[src/rtl/pe_req_scheduler.sv]
// pe_req_scheduler
//   Shares one PE between NUM_REQ requesters. A round-robin arbiter accepts
//   one valid/ready instruction at a time, issues it to the PE as a one-cycle
//   valid pulse, waits for the PE result and returns it to the requester that
//   owns the op as a one-hot, one-cycle response pulse.
//
//   Optional feature macro: PE_SCHED_TIMEOUT_EN
//     defined   : a WAIT that lasts TIMEOUT_CYC cycles is aborted with a
//                 32'hDEAD_BEEF response and a one-cycle err_timeout pulse.
//     undefined : WAIT holds until the PE answers; err_timeout is tied 0.
//
// Ports
//   clk, rst_n        clock (rising edge), asynchronous active-low reset
//   req_valid/instr   per-requester request; requester i at req_instr[32*i +: 32]
//   req_ready         one-hot accept, only ever non-zero in IDLE
//   rsp_valid         one-hot, one-cycle result pulse to the owning requester
//   rsp_data, rsp_id  result data and owner id accompanying rsp_valid
//   pe_instr          instruction to the PE, held from accept until back in IDLE
//   pe_valid_in       one-cycle issue pulse to the PE
//   pe_result(_valid) result from the PE (honoured in ISSUE and WAIT only)
//   busy              high whenever an op is in flight
//   err_timeout       one-cycle abort pulse
module pe_req_scheduler #(
    parameter int NUM_REQ     = 4,
    parameter int TIMEOUT_CYC = 64
) (
    input  logic                       clk,
    input  logic                       rst_n,
    input  logic [NUM_REQ-1:0]         req_valid,
    input  logic [NUM_REQ*32-1:0]      req_instr,
    output logic [NUM_REQ-1:0]         req_ready,
    output logic [NUM_REQ-1:0]         rsp_valid,
    output logic [31:0]                rsp_data,
    output logic [$clog2(NUM_REQ)-1:0] rsp_id,
    output logic [31:0]                pe_instr,
    output logic                       pe_valid_in,
    input  logic [31:0]                pe_result,
    input  logic                       pe_result_valid,
    output logic                       busy,
    output logic                       err_timeout
);

    localparam int          IDW = $clog2(NUM_REQ);
    localparam int unsigned NR  = NUM_REQ;

    localparam logic [1:0] ST_IDLE  = 2'd0;
    localparam logic [1:0] ST_ISSUE = 2'd1;
    localparam logic [1:0] ST_WAIT  = 2'd2;

    logic [1:0]         state;
    logic [IDW-1:0]     rr_ptr;
    logic [IDW-1:0]     owner;
    logic [IDW-1:0]     grant_id;
    logic               grant_found;
    logic [NUM_REQ-1:0] grant_oh;
    logic               take;
    logic               res_hit;
    logic               timeout_hit;

    // First valid requester at or after rr_ptr, wrapping around.
    always_comb begin
        int unsigned idx;
        idx         = 0;
        grant_found = 1'b0;
        grant_id    = '0;
        for (int unsigned k = 0; k < NR; k++) begin
            idx = (32'(rr_ptr) + k) % NR;
            if (!grant_found && req_valid[idx]) begin
                grant_found = 1'b1;
                grant_id    = IDW'(idx);
            end
        end
    end

    assign grant_oh    = grant_found ? (NUM_REQ'(1) << grant_id) : '0;
    assign req_ready   = (state == ST_IDLE) ? grant_oh : '0;
    assign take        = (state == ST_IDLE) && grant_found;
    // A zero-latency PE answers during the ISSUE cycle itself.
    assign res_hit     = pe_result_valid && ((state == ST_ISSUE) || (state == ST_WAIT));
    assign pe_valid_in = (state == ST_ISSUE);
    assign busy        = (state != ST_IDLE);

    always_ff @(posedge clk or negedge rst_n) begin
        if (!rst_n) begin
            state     <= ST_IDLE;
            rr_ptr    <= '0;
            owner     <= '0;
            pe_instr  <= '0;
            rsp_valid <= '0;
            rsp_data  <= '0;
            rsp_id    <= '0;
        end else begin
            rsp_valid <= '0;
            case (state)
                ST_IDLE: begin
                    if (take) begin
                        pe_instr <= req_instr[32*grant_id +: 32];
                        owner    <= grant_id;
                        rr_ptr   <= IDW'((32'(grant_id) + 32'd1) % NR);
                        state    <= ST_ISSUE;
                    end
                end
                ST_ISSUE: state <= res_hit ? ST_IDLE : ST_WAIT;
                ST_WAIT: begin
                    if (res_hit || timeout_hit) state <= ST_IDLE;
                end
                default: state <= ST_IDLE;
            endcase

            // A real result takes precedence over a coincident timeout.
            if (res_hit) begin
                rsp_valid <= NUM_REQ'(1) << owner;
                rsp_data  <= pe_result;
                rsp_id    <= owner;
            end else if (timeout_hit) begin
                rsp_valid <= NUM_REQ'(1) << owner;
                rsp_data  <= 32'hDEAD_BEEF;
                rsp_id    <= owner;
            end
        end
    end

`ifdef PE_SCHED_TIMEOUT_EN
    localparam int TW = ($clog2(TIMEOUT_CYC + 1) > 8) ? $clog2(TIMEOUT_CYC + 1) : 8;

    logic [TW-1:0] to_cnt;

    assign timeout_hit = (state == ST_WAIT) && !pe_result_valid &&
                         (to_cnt == TW'(TIMEOUT_CYC - 1));

    always_ff @(posedge clk or negedge rst_n) begin
        if (!rst_n) begin
            to_cnt      <= '0;
            err_timeout <= 1'b0;
        end else begin
            err_timeout <= timeout_hit;
            if (state == ST_ISSUE)
                to_cnt <= '0;
            else if (state == ST_WAIT)
                to_cnt <= to_cnt + 1'b1;
        end
    end
`else
    assign timeout_hit = 1'b0;
    assign err_timeout = 1'b0;
`endif

endmodule

[config.mk]
export PLATFORM = sky130hd
export DESIGN_NAME = pe_req_scheduler
export DESIGN_NICKNAME = d
export VERILOG_FILES = /design/src/rtl/pe_req_scheduler.sv
export SDC_FILE = /design/constraint.sdc
export NUM_CORES = 1
export LEC_CHECK = 0
export CAP_MARGIN = 5
export CORE_UTILIZATION = 41
export CTS_CLUSTER_DIAMETER = 30
export CTS_CLUSTER_SIZE = 24
export DETAILED_ROUTE_END_ITERATION = 10
export GPL_TIMING_DRIVEN = 0
export PLACE_DENSITY = 0.86
export SLEW_MARGIN = 20
export SYNTH_ARGS = -nofsm -noshare
export SYNTH_HDL_FRONTEND = slang
export SYNTH_SLANG_ARGS = --single-unit
[constraint.sdc]
create_clock -name clk -period 2.45 [get_ports clk]
set_input_delay 0.3675 -clock clk [delete_from_list [all_inputs] [get_ports clk]]
set_output_delay 0.3675 -clock clk [all_outputs]
set_load 0.01 [all_outputs]
==> flow_summary.rst, run 1 <==
.. list-table::
   :header-rows: 1

   * - Metric
     - Value
   * - CTS HTree Levels
     - 3
   * - Count of buffer and inverter cells on the critical path
     - 2
   * - Total GRT Usage
     - 26.6%
   * - Number of nets in the layout
     - 819
   * - Critical path cell sequence
     - clkdlybuf4s50_1 -> nand2_1 -> o2bb2ai_4 -> nor2_4 -> nor3_1 -> dlygate4sd2_1
   * - Skew-Pair Late Insertion Delay
     - 0.34 ns
   * - Final setup violating endpoints
     - 0
   * - CP startpoint kind
     - input port
   * - Worst hold slack
     - 0.469 ns
   * - FFs w/ async S/R, synth
     - 100%
   * - Upper clock frequency limit
     - 416 MHz
   * - Cell area after synthesis
     - 4190 um^2
   * - Max rail drop VDD
     - 0.000543 V
   * - Max Cap Violations
     - 0
   * - Clock tree sinks
     - 76
   * - Total power
     - 7.76 mW
   * - Cell area after layout
     - 7070 um^2
   * - Maximum buffer depth of the clock tree
     - 2
   * - TNS Setup
     - 0 ns
   * - CTS tree
     - yes
   * - Slew HR
     - 62.7%
   * - Pin count of the biggest net entering global routing
     - 53
   * - TritonCTS Buffers
     - 9
   * - Layout fillers
     - 730
   * - Sequential cell area fraction in the yosys report
     - 45.4%
   * - Routed length per instance
     - 18.4 um
   * - Total Wirelength
     - 14.5 mm
   * - I/O pins
     - 244
   * - LEAKAGE
     - 2.93 nW
   * - Proportion of layout cells with a drive suffix above 1
     - 17.0%
   * - Largest area contributor in the synthesized netlist
     - dfrtp_1
   * - Synthesized area per cell
     - 10.7 um^2
   * - Placement row count
     - 36
   * - Ratio of final minimum period to clock period
     - 98.1%
   * - Top library cells by usage in the layout, fill and taps aside
     - clkdlybuf4s50_1, dfrtp_1, nand2_1
   * - Weighted congestion reported at the end of routability-driven placement
     - 0.806
   * - Result of the run
     - completed
   * - Capturing element type of the critical path
     - output port
   * - Count of nets left with antenna violations after detail routing
     - 0
   * - CTS Root Cell
     - clkbuf_8
   * - Number of antenna repair diodes
     - 0
   * - Synth unique cells
     - 35
   * - Number of antenna violations at the first check in global routing
     - 0
   * - Final Hold Violating Endpoints
     - 0
   * - FF-to-FF setup slack
     - 0.53 ns
   * - Hold/Removal Path Class
     - input port to asynchronous set/reset pin
   * - Power per unit of standard cell area
     - 1100 nW/um^2
   * - Number of buffer cells added on primary ports
     - 242
   * - Post-detailed-route via-to-cell ratio
     - 5.39
   * - Initial cell density of the core
     - 42.7%
   * - Vias after detailed routing
     - 4,244
   * - Longest individual stage delay on the worst path
     - 0.59 ns
   * - Detailed placement HPWL
     - 11.3 mm
   * - Master of the slowest instance on the critical path
     - clkdlybuf4s50_1
   * - Placeable core region
     - 9820 um^2
   * - Die extent in y
     - 103 um
   * - CP Data Arrival Time
     - 2.04 ns
   * - Overflow left after global routing
     - 0
   * - Die boundary width
     - 103 um
   * - Time the worst path needs with I/O delays and setup
     - 2.40 ns
   * - Cell family with the largest share of critical-path delay
     - buffers and inverters
   * - Length of the first detailed-routing pass in iterations
     - 4
   * - Max-slew violations
     - 0
   * - Required time of the critical path
     - 2.08 ns
   * - Most instantiated flip-flop cell in the synthesis netlist
     - dfrtp_1
   * - Cell types with the largest area share after synthesis
     - dfrtp_1, mux2_2, mux2i_1
   * - Wire length of the first global-routing pass
     - 21.1 mm
   * - Commonest non-fill, non-tap cell in the layout
     - clkdlybuf4s50_1
   * - Total cell area at the placement stage
     - 6810 um^2
   * - Warnings from Yosys
     - 0
   * - Total Die Area
     - 10,600 um^2
   * - Post-route DRC violation count
     - 0
   * - Clock slew at the register clock pins of the worst setup and hold paths
     - 0.09 ns
   * - Number of global-route vias before repair
     - 4,274
   * - Largest fanout of any net on the critical path
     - 7
   * - Mapped Cells
     - 393
   * - Net count after synthesis
     - 563
   * - Area fraction of the dominant cell type after synthesis
     - 45.4%
   * - Iteration-0 DRC Markers
     - 112
   * - Worst clock skew
     - 0.00854 ns
   * - Number of enable-type register cells in the synthesized netlist
     - 0
   * - Flop and latch count out of synthesis
     - 76
   * - P&R area growth vs syn
     - 68.6%
   * - Start-to-end type of the worst setup path
     - input port to output port
   * - Worst Max-Slew Pin Slew
     - 0.560 ns
==> synth_stat cells (4+ instances only) <==
library cell / number
buf_2: 21
o211ai_2: 15
o211ai_1: 17
nand3_1: 33
nand2_1: 44
buf_4: 7
dfrtp_1: 76
a211o_1: 33
inv_1: 4
nor2_1: 9
mux2_2: 32
o21ai_0: 34
mux2i_1: 32
==> routing by layer <==
| metal | up-vias | GRT usage [%] | wire, um |
|---|---|---|---|
| li1 | 1952 | - | - |
| met3 | 31 | 7.53 | 1330 |
| met2 | 216 | 48.4 | 7340 |
| met4 | 0 | 11.8 | 359 |
| met5 | - | 0 | 0 |
| met1 | 2045 | 28.7 | 5450 |
==> worst register-to-register path, cell delays in order (launching register included) <==
cell and delay, ns:
dfrtp_1 0.41, inv_1 0.14, ha_4 0.22, nand2_1 0.16, buf_1 0.47, mux2_2 0.41
==> area by class of cell <==
cell class,instances,area (um^2),area share [%]
repair buffers,247,2470,35.0
multi-input cells,278,2140,30.3
flip-flops and latches,76,1900,26.9
plain buffers,33,188,2.66
well taps,133,166,2.35
clock buffers,11,141,2.00
clock inverters,5,36.3,0.513
inverters,4,15.0,0.212
==> through the flow <==
step	utilization, %	std cells	worst slack, ns
2_1_floorplan	-	393	0.635
4_1_cts	71.7	788	-0.0188
3_5_place_dp	69.3	769	-0.681
5_1_grt	72.0	787	-0.00228
3_3_place_gp	69.0	768	-1.59
6_report	72.0	787	0.0468
==> power by group <==
group          switching (mW)  leakage [nW]  internal, mW
logic                    2.21          1.92          2.43
registers               0.364         0.923          1.88
clock network           0.479        0.0820         0.398
==> cell families after synthesis <==
family                   Yosys count  share of synthesized area (%)
XOR/XNOR                           1                          0.209
AND/OR/NAND/NOR                   97                           10.8
buffers and inverters             39                           4.93
flip-flops                        76                           45.4
AO/OA/AOI/OAI                    111                           21.1
multiplexers                      65                           16.6
other                              1                         0.0895
adder cells (fa/ha/maj)            3                          0.896
==> state kept, by name, indices dropped and copies added (netlist names) <==
| signal | cells |
|---|---|
| owner | 2 |
| pe_instr | 32 |
| rr_ptr | 2 |
| rsp_data | 32 |
| rsp_id | 2 |
| rsp_valid | 4 |
| state | 2 |
==> path summary, 6_finish.rpt <==
check                      depth (start not counted)                     start                        to
max                                                6              req_valid[2]              req_ready[2]
min                                                2                     rst_n   pe_instr[8]$_DFFE_PN0P_
max reg2reg                                        5      state[0]$_DFFE_PN0P_  rsp_data[15]$_DFFE_PN0P_
min reg2reg                                        2  pe_instr[27]$_DFFE_PN0P_  pe_instr[27]$_DFFE_PN0P_
max in group asynchronous                          3                     rst_n  rsp_data[23]$_DFFE_PN0P_
min in group clk                                   2  pe_instr[27]$_DFFE_PN0P_  pe_instr[27]$_DFFE_PN0P_
==> what timing repair did <==
action,CTS,global route
endpoints found under the hold margin,24,0
gates resized for setup,20,10
setup buffers,3,0
hold buffers,1,0
pin swaps,1,1
setup endpoints to repair,4,4
(Power assumes the default switching activity.)
==> run 2, diff against run 1 <==
--- a/config.mk
+++ b/config.mk
@@ -6,12 +6,12 @@
 export NUM_CORES = 1
 export LEC_CHECK = 0
 export CAP_MARGIN = 5
-export CORE_UTILIZATION = 41
+export CORE_UTILIZATION = 35
 export CTS_CLUSTER_DIAMETER = 30
 export CTS_CLUSTER_SIZE = 24
 export DETAILED_ROUTE_END_ITERATION = 10
 export GPL_TIMING_DRIVEN = 0
-export PLACE_DENSITY = 0.86
+export PLACE_DENSITY = 0.78
 export SLEW_MARGIN = 20
 export SYNTH_ARGS = -nofsm -noshare
 export SYNTH_HDL_FRONTEND = slang
==> constraint.sdc (replaced) <==
create_clock -name clk -period 2.1 [get_ports clk]
set_input_delay 0.315 -clock clk [delete_from_list [all_inputs] [get_ports clk]]
set_output_delay 0.315 -clock clk [all_outputs]
set_load 0.01 [all_outputs]
==> flow_summary.rst, run 2 (same netlist as run 1, synthesis figures left out) <==
.. list-table::
   :header-rows: 1

   * - Metric
     - Value
   * - Result of the run
     - finished with violations
   * - Violated checks
     - design-rule violations
   * - Time the worst path needs with I/O delays and setup
     - 2.05 ns
   * - Cell family with the largest share of critical-path delay
     - buffers and inverters
   * - Layout fillers
     - 943 (+29%)
   * - Upper clock frequency limit
     - 488 MHz
   * - CTS tree
     - yes
   * - Max-slew violations
     - 0 (unchanged)
   * - Iteration-0 DRC Markers
     - 219 (+96%)
   * - Post-route DRC violation count
     - 20 (+20)
   * - Total cell area at the placement stage
     - 6820 um^2 (+0.18%)
   * - Critical path cell sequence
     - clkdlybuf4s15_2 -> nand2b_1 -> a211o_1 -> o21ai_4 -> nand2_4 -> buf_12 -> nor2_2 -> buf_4
   * - Skew-Pair Late Insertion Delay
     - 0.34 ns (about the same)
   * - Origin of the critical flop-to-flop path
     - rr_ptr[1]$_DFFE_PN0P_
   * - Max Cap Violations
     - 0 (unchanged)
   * - Overflow left after global routing
     - 0 (unchanged)
   * - Number of antenna violations at the first check in global routing
     - 0 (unchanged)
   * - CP Launch Point
     - req_valid[3]
   * - Start-to-end type of the worst setup path
     - input port to output port
   * - Wire length of the first global-routing pass
     - 24.0 mm (+14%)
   * - LEAKAGE
     - 3.05 nW (+4.1%)
   * - Longest individual stage delay on the worst path
     - 0.35 ns (-0.24 ns)
   * - Die extent in y
     - 111 um (+8.1%)
   * - CP Data Arrival Time
     - 1.73 ns (-0.31 ns)
   * - TNS Setup
     - 0 ns (unchanged)
   * - Cell area after layout
     - 7310 um^2 (+3.5%)
   * - Weighted congestion reported at the end of routability-driven placement
     - 0.831 (+3.1%)
   * - Initial cell density of the core
     - 36.2% (-6.4 points)
   * - Largest registers
     - pe_instr x32, rsp_data x32, rsp_valid x4
   * - Pin count of the biggest net entering global routing
     - 56 (+5.7%)
   * - Commonest non-fill, non-tap cell in the layout
     - clkdlybuf4s50_1
   * - Number of global-route vias before repair
     - 4,551 (+6.5%)
   * - Count of buffer and inverter cells on the critical path
     - 3 (+1)
   * - Required time of the critical path
     - 1.78 ns (-0.30 ns)
   * - Largest fanout of any net on the critical path
     - 10 (+3)
   * - Top library cells by usage in the layout, fill and taps aside
     - clkdlybuf4s50_1, dfrtp_1, nand2_1
   * - Clock tree sinks
     - 76 (unchanged)
   * - Clock slew at the register clock pins of the worst setup and hold paths
     - 0.07 ns (-0.02 ns)
   * - Worst Max-Slew Pin Slew
     - 0.615 ns (+0.0552 ns)
   * - Detailed placement HPWL
     - 11.6 mm (+2.2%)
   * - Ratio of final minimum period to clock period
     - 97.6%
   * - Proportion of layout cells with a drive suffix above 1
     - 19.5% (+2.5 points)
   * - Total Die Area
     - 12,400 um^2 (+17%)
   * - I/O pins
     - 244 (unchanged)
   * - CP startpoint kind
     - input port
   * - Capturing element type of the critical path
     - output port
   * - Number of buffer cells added on primary ports
     - 242 (unchanged)
   * - Total GRT Usage
     - 24.8% (-1.8 points)
   * - TritonCTS Buffers
     - 9 (unchanged)
   * - Worst clock skew
     - 0.0110 ns (+0.00249 ns)
   * - Number of antenna repair diodes
     - 0 (unchanged)
   * - Routed length per instance
     - 19.1 um (+3.7%)
   * - Post-detailed-route via-to-cell ratio
     - 5.25 (-2.6%)
   * - Placement row count
     - 39 (+8.3%)
   * - Hold/Removal Path Class
     - input port to asynchronous set/reset pin
   * - Maximum buffer depth of the clock tree
     - 2 (unchanged)
   * - Worst hold slack
     - 0.417 ns (-0.0523 ns)
   * - Total Wirelength
     - 15.4 mm (+6.2%)
   * - Die boundary width
     - 111 um (+8.1%)
   * - CTS HTree Levels
     - 3 (unchanged)
   * - CTS Root Cell
     - clkbuf_16
   * - Max rail drop VDD
     - 0.000519 V (-4.3%)
   * - Final setup violating endpoints
     - 0 (unchanged)
   * - Length of the first detailed-routing pass in iterations
     - 10 (+6)
   * - P&R area growth vs syn
     - 74.5%
   * - Power per unit of standard cell area
     - 1350 nW/um^2 (+23%)
   * - Vias after detailed routing
     - 4,232 (-0.28%)
   * - Final Hold Violating Endpoints
     - 0 (unchanged)
   * - Placeable core region
     - 11,600 um^2 (+18%)
   * - Total power
     - 9.86 mW (+27%)
   * - Master of the slowest instance on the critical path
     - a211o_1
   * - Number of nets in the layout
     - 828 (+1.1%)
   * - Count of nets left with antenna violations after detail routing
     - 0 (unchanged)
   * - Slew HR
     - 59.0% (-3.7 points)
==> run 2: timing repair <==
item | 4_1_cts | 5_1_grt
pin swaps | 4 | 3
buffers inserted | 7 | 5
endpoints found under the setup margin | 15 | 6
resized for setup | 40 | 15
hold endpoints to repair | 21 | 0
hold buffers | 1 | 0
==> run 2: final timing paths <==
| path | to | slack (ns) | depth (start not counted) |
|---|---|---|---|
| worst max-delay path | req_ready[0] | 0.05 | 8 |
| max in group asynchronous | rr_ptr[1]$_DFFE_PN0P_ | 1.08 | 3 |
| min in group clk | rsp_id[0]$_DFFE_PN0P_ | 0.47 | 2 |
| worst min register to register | rsp_id[0]$_DFFE_PN0P_ | 0.47 | 2 |
| worst max register to register | pe_instr[16]$_DFFE_PN0P_ | 0.11 | 9 |
| worst min-delay path | pe_instr[7]$_DFFE_PN0P_ | 0.42 | 2 |
==> run 2: power breakdown <==
group          internal [mW]  switching [mW]  leakage, nW
sequential              2.20           0.428        0.923
combinational           2.98            2.63         1.98
clock                  0.995           0.632        0.150
total                   6.17            3.69         3.05
==> run 2: routing by layer <==
| layer | vias up | part of all wire (%) | GRT usage [%] |
|---|---|---|---|
| li1 | 1971 | - | - |
| met1 | 2034 | 40 | 28.5 |
| met2 | 210 | 50 | 44.7 |
| met3 | 17 | 8.4 | 6.70 |
| met4 | 0 | 1.3 | 8.02 |
| met5 | - | 0 | 0 |
==> run 2: layout make-up <==
class / count / area, um^2 / share of cell area [%]
Multi-Input combinational cell: 278 / 2170 / 29.6
Timing Repair Buffer: 256 / 2530 / 34.6
Inverter: 4 / 15.0 / 0.205
Buffer: 33 / 205 / 2.81
Tap cell: 143 / 179 / 2.45
Clock buffer: 12 / 256 / 3.51
Clock inverter: 4 / 55.1 / 0.753
Sequential cell: 76 / 1900 / 26.0
==> run 2: per-stage QoR <==
step | instances | utilization [%] | worst slack [ns]
after floorplan | 393 | - | 0.338
after global placement | 778 | 58.7 | -2.00
after detailed placement | 779 | 59.0 | -0.958
after CTS | 801 | 62.6 | -0.0105
after global routing | 806 | 63.2 | -0.0130
final | 806 | 63.2 | 0.0507
==> run 3, diff against run 2 <==
--- a/config.mk
+++ b/config.mk
@@ -6,6 +6,7 @@
 export NUM_CORES = 1
 export LEC_CHECK = 0
 export CAP_MARGIN = 5
+export CORE_MARGIN = 5
 export CORE_UTILIZATION = 35
 export CTS_CLUSTER_DIAMETER = 30
 export CTS_CLUSTER_SIZE = 24
==> flow_summary.rst, run 3 (same netlist as run 1, synthesis figures left out) <==
.. list-table::
   :header-rows: 1

   * - Metric
     - Value
   * - Max-slew violations
     - 0 (unchanged)
   * - Total GRT Usage
     - 21.6% (-3.3 points)
   * - Internal power consumption
     - 6.08 mW (-1.4%)
   * - CTS HTree Levels
     - 3 (unchanged)
   * - Post-detailed-route via-to-cell ratio
     - 5.30 (+0.92%)
   * - Max Cap Violations
     - 0 (unchanged)
   * - Switching power of the nets
     - 3.69 mW (-0.13%)
   * - Skew-Pair Late Insertion Delay
     - 0.33 ns (about the same)
   * - Clock network fraction of design power
     - 16.5% (about the same)
   * - Share of total power in combinational logic
     - 56.8% (about the same)
   * - Total Wirelength
     - 15.7 mm (+1.9%)
   * - Number of global-route vias before repair
     - 4,667 (+2.5%)
   * - Overflow left after global routing
     - 0 (unchanged)
   * - LEAKAGE
     - 3.02 nW (-0.91%)
   * - RSZ-0062 raised after global routing
     - true
   * - Placement row count
     - 40 (+2.6%)
   * - CTS Root Cell
     - clkbuf_16
   * - Count of nets left with antenna violations after detail routing
     - 0 (unchanged)
   * - CTS tree
     - yes
   * - Number of nets in the layout
     - 827 (-0.12%)
   * - Largest fanout of any net on the critical path
     - 5 (-5)
   * - Power per unit of standard cell area
     - 1340 nW/um^2 (-0.42%)
   * - Top library cells by usage in the layout, fill and taps aside
     - clkdlybuf4s50_1, dfrtp_1, nand2_1
   * - P&R area growth vs syn
     - 73.6%
   * - Worst Max-Slew Pin Slew
     - 0.547 ns (-0.0684 ns)
   * - TNS Setup
     - 0 ns (unchanged)
   * - Worst clock skew
     - 0.00757 ns (-0.00346 ns)
   * - Largest registers
     - pe_instr x32, rsp_data x32, rsp_valid x4
   * - Result of the run
     - completed
   * - Length of the first detailed-routing pass in iterations
     - 4 (-6)
   * - Capturing element type of the critical path
     - output port
   * - Iteration-0 DRC Markers
     - 275 (+26%)
   * - Wire length of the first global-routing pass
     - 24.5 mm (+2.1%)
   * - Number of antenna repair diodes
     - 0 (unchanged)
   * - Upper clock frequency limit
     - 479 MHz (-1.7%)
   * - Final Hold Violating Endpoints
     - 0 (unchanged)
   * - Proportion of layout cells with a drive suffix above 1
     - 19.2% (-0.27 points)
   * - Weighted congestion reported at the end of routability-driven placement
     - 0.875 (+5.3%)
   * - Maximum buffer depth of the clock tree
     - 2 (unchanged)
   * - Max rail drop VDD
     - 0.000559 V (+7.7%)
   * - Required time of the critical path
     - 1.78 ns (about the same)
   * - Ratio of final minimum period to clock period
     - 99.3% (+1.7 points)
   * - CP startpoint kind
     - flop
   * - Number of antenna violations at the first check in global routing
     - 0 (unchanged)
   * - Switching portion of total power
     - 37.8% (+0.30 points)
   * - Clock slew at the register clock pins of the worst setup and hold paths
     - 0.06 ns (about the same)
   * - Initial cell density of the core
     - 35.3% (-0.91 points)
   * - Placeable core region
     - 11,900 um^2 (+2.6%)
   * - Total Die Area
     - 14,300 um^2 (+15%)
   * - Worst-case reg-to-reg path depth
     - 8 (-1)
   * - CP Data Arrival Time
     - 1.77 ns (+0.04 ns)
   * - Clock tree sinks
     - 76 (unchanged)
   * - Share of power burned in registers
     - 26.7% (about the same)
   * - Slew HR
     - 63.5% (+4.6 points)
   * - Vias after detailed routing
     - 4,287 (+1.3%)
   * - I/O pins
     - 244 (unchanged)
   * - Time the worst path needs with I/O delays and setup
     - 2.09 ns (+0.0362 ns)
   * - Detailed placement HPWL
     - 12.3 mm (+5.9%)
   * - Routed length per instance
     - 19.4 um (+1.5%)
   * - Commonest non-fill, non-tap cell in the layout
     - clkdlybuf4s50_1
   * - Final setup violating endpoints
     - 0 (unchanged)
   * - Post-route DRC violation count
     - 0 (-100%)
   * - TritonCTS Buffers
     - 9 (unchanged)
   * - Die extent in y
     - 119 um (+7.2%)
   * - Worst setup slack after placement
     - -0.992 ns (-0.0338 ns)
   * - Final setup slack of the worst path
     - 0.0145 ns (-0.0362 ns)
   * - Start-to-end type of the worst setup path
     - flop to output port
   * - Die boundary width
     - 119 um (+7.2%)
   * - Number of buffer cells added on primary ports
     - 242 (unchanged)
   * - Pin count of the biggest net entering global routing
     - 57 (+1.8%)
   * - Hold/Removal Path Class
     - input port to asynchronous set/reset pin
[run 3: final cells by class]
cell class	count	area, um^2
Clock inverter	6	70.1
Clock buffer	10	239
Inverter	4	15.0
Timing Repair Buffer	255	2520
Tap cell	147	184
Fill cell	964	4580
Buffer	33	193
Sequential cell	76	1900
Multi-Input combinational cell	278	2150
[run 3: through the flow]
stage               area, um^2  hold slack (ns)  utilization, %  std cells  total power [mW]
floorplan                 4190           0.0194               -        393              5.41
finish                    7280            0.428            61.4        809              9.77
detailed placement        6820            0.234            57.5        783              7.97
CTS                       7260            0.421            61.2        807              9.79
global placement          6800            0.469            57.3        782              7.81
global route              7280            0.458            61.4        809              10.4
[run 3: path summary, 6_finish.rpt]
kind / start / end / slack [ns]
max: rr_ptr[0]$_DFFE_PN0P_ / req_ready[0] / 0.01
max reg2reg: rr_ptr[0]$_DFFE_PN0P_ / pe_instr[24]$_DFFE_PN0P_ / 0.11
min in group clk: rsp_id[1]$_DFFE_PN0P_ / rsp_id[1]$_DFFE_PN0P_ / 0.50
max in group asynchronous: rst_n / rsp_data[19]$_DFFE_PN0P_ / 1.09
min reg2reg: rsp_id[1]$_DFFE_PN0P_ / rsp_id[1]$_DFFE_PN0P_ / 0.50
min: rst_n / pe_instr[7]$_DFFE_PN0P_ / 0.43
[run 3: worst max-delay path, stage by stage (launching register included)]
cell and delay (ns):
dfrtp_2 0.44, nor3b_2 0.17, a211o_1 0.25, o21ai_2 0.09, nand2_2 0.10, buf_8 0.13
nor2_1 0.10, buf_2 0.16
[run 3: power by group through the flow]
stage          combinational (mW)  sequential [mW]  clock (mW)
2_1_floorplan                2.53             2.88           0
3_3_place_gp                 5.22             2.59           0
3_5_place_dp                 5.36             2.62           0
4_1_cts                      5.55             2.60        1.64
5_1_grt                      5.96             2.70        1.72
6_report                     5.55             2.61        1.62
[run 3: routing by layer]
metal / wire [um] / track usage [%] / vias to the layer above
met4: 282 / 7.23 / 0
met3: 1430 / 6.36 / 19
met5: 0 / 0 / -
li1: - / - / 1973
met1: 6340 / 25.3 / 2078
met2: 7610 / 37.7 / 217
[run 3: repair_timing]
action | in CTS | in global routing
setup buffers | 9 | 2
hold buffers | 1 | 0
endpoints found under the setup margin | 14 | 4
resized for setup | 38 | 6
hold endpoints to repair | 20 | 0
pin swaps | 4 | 1
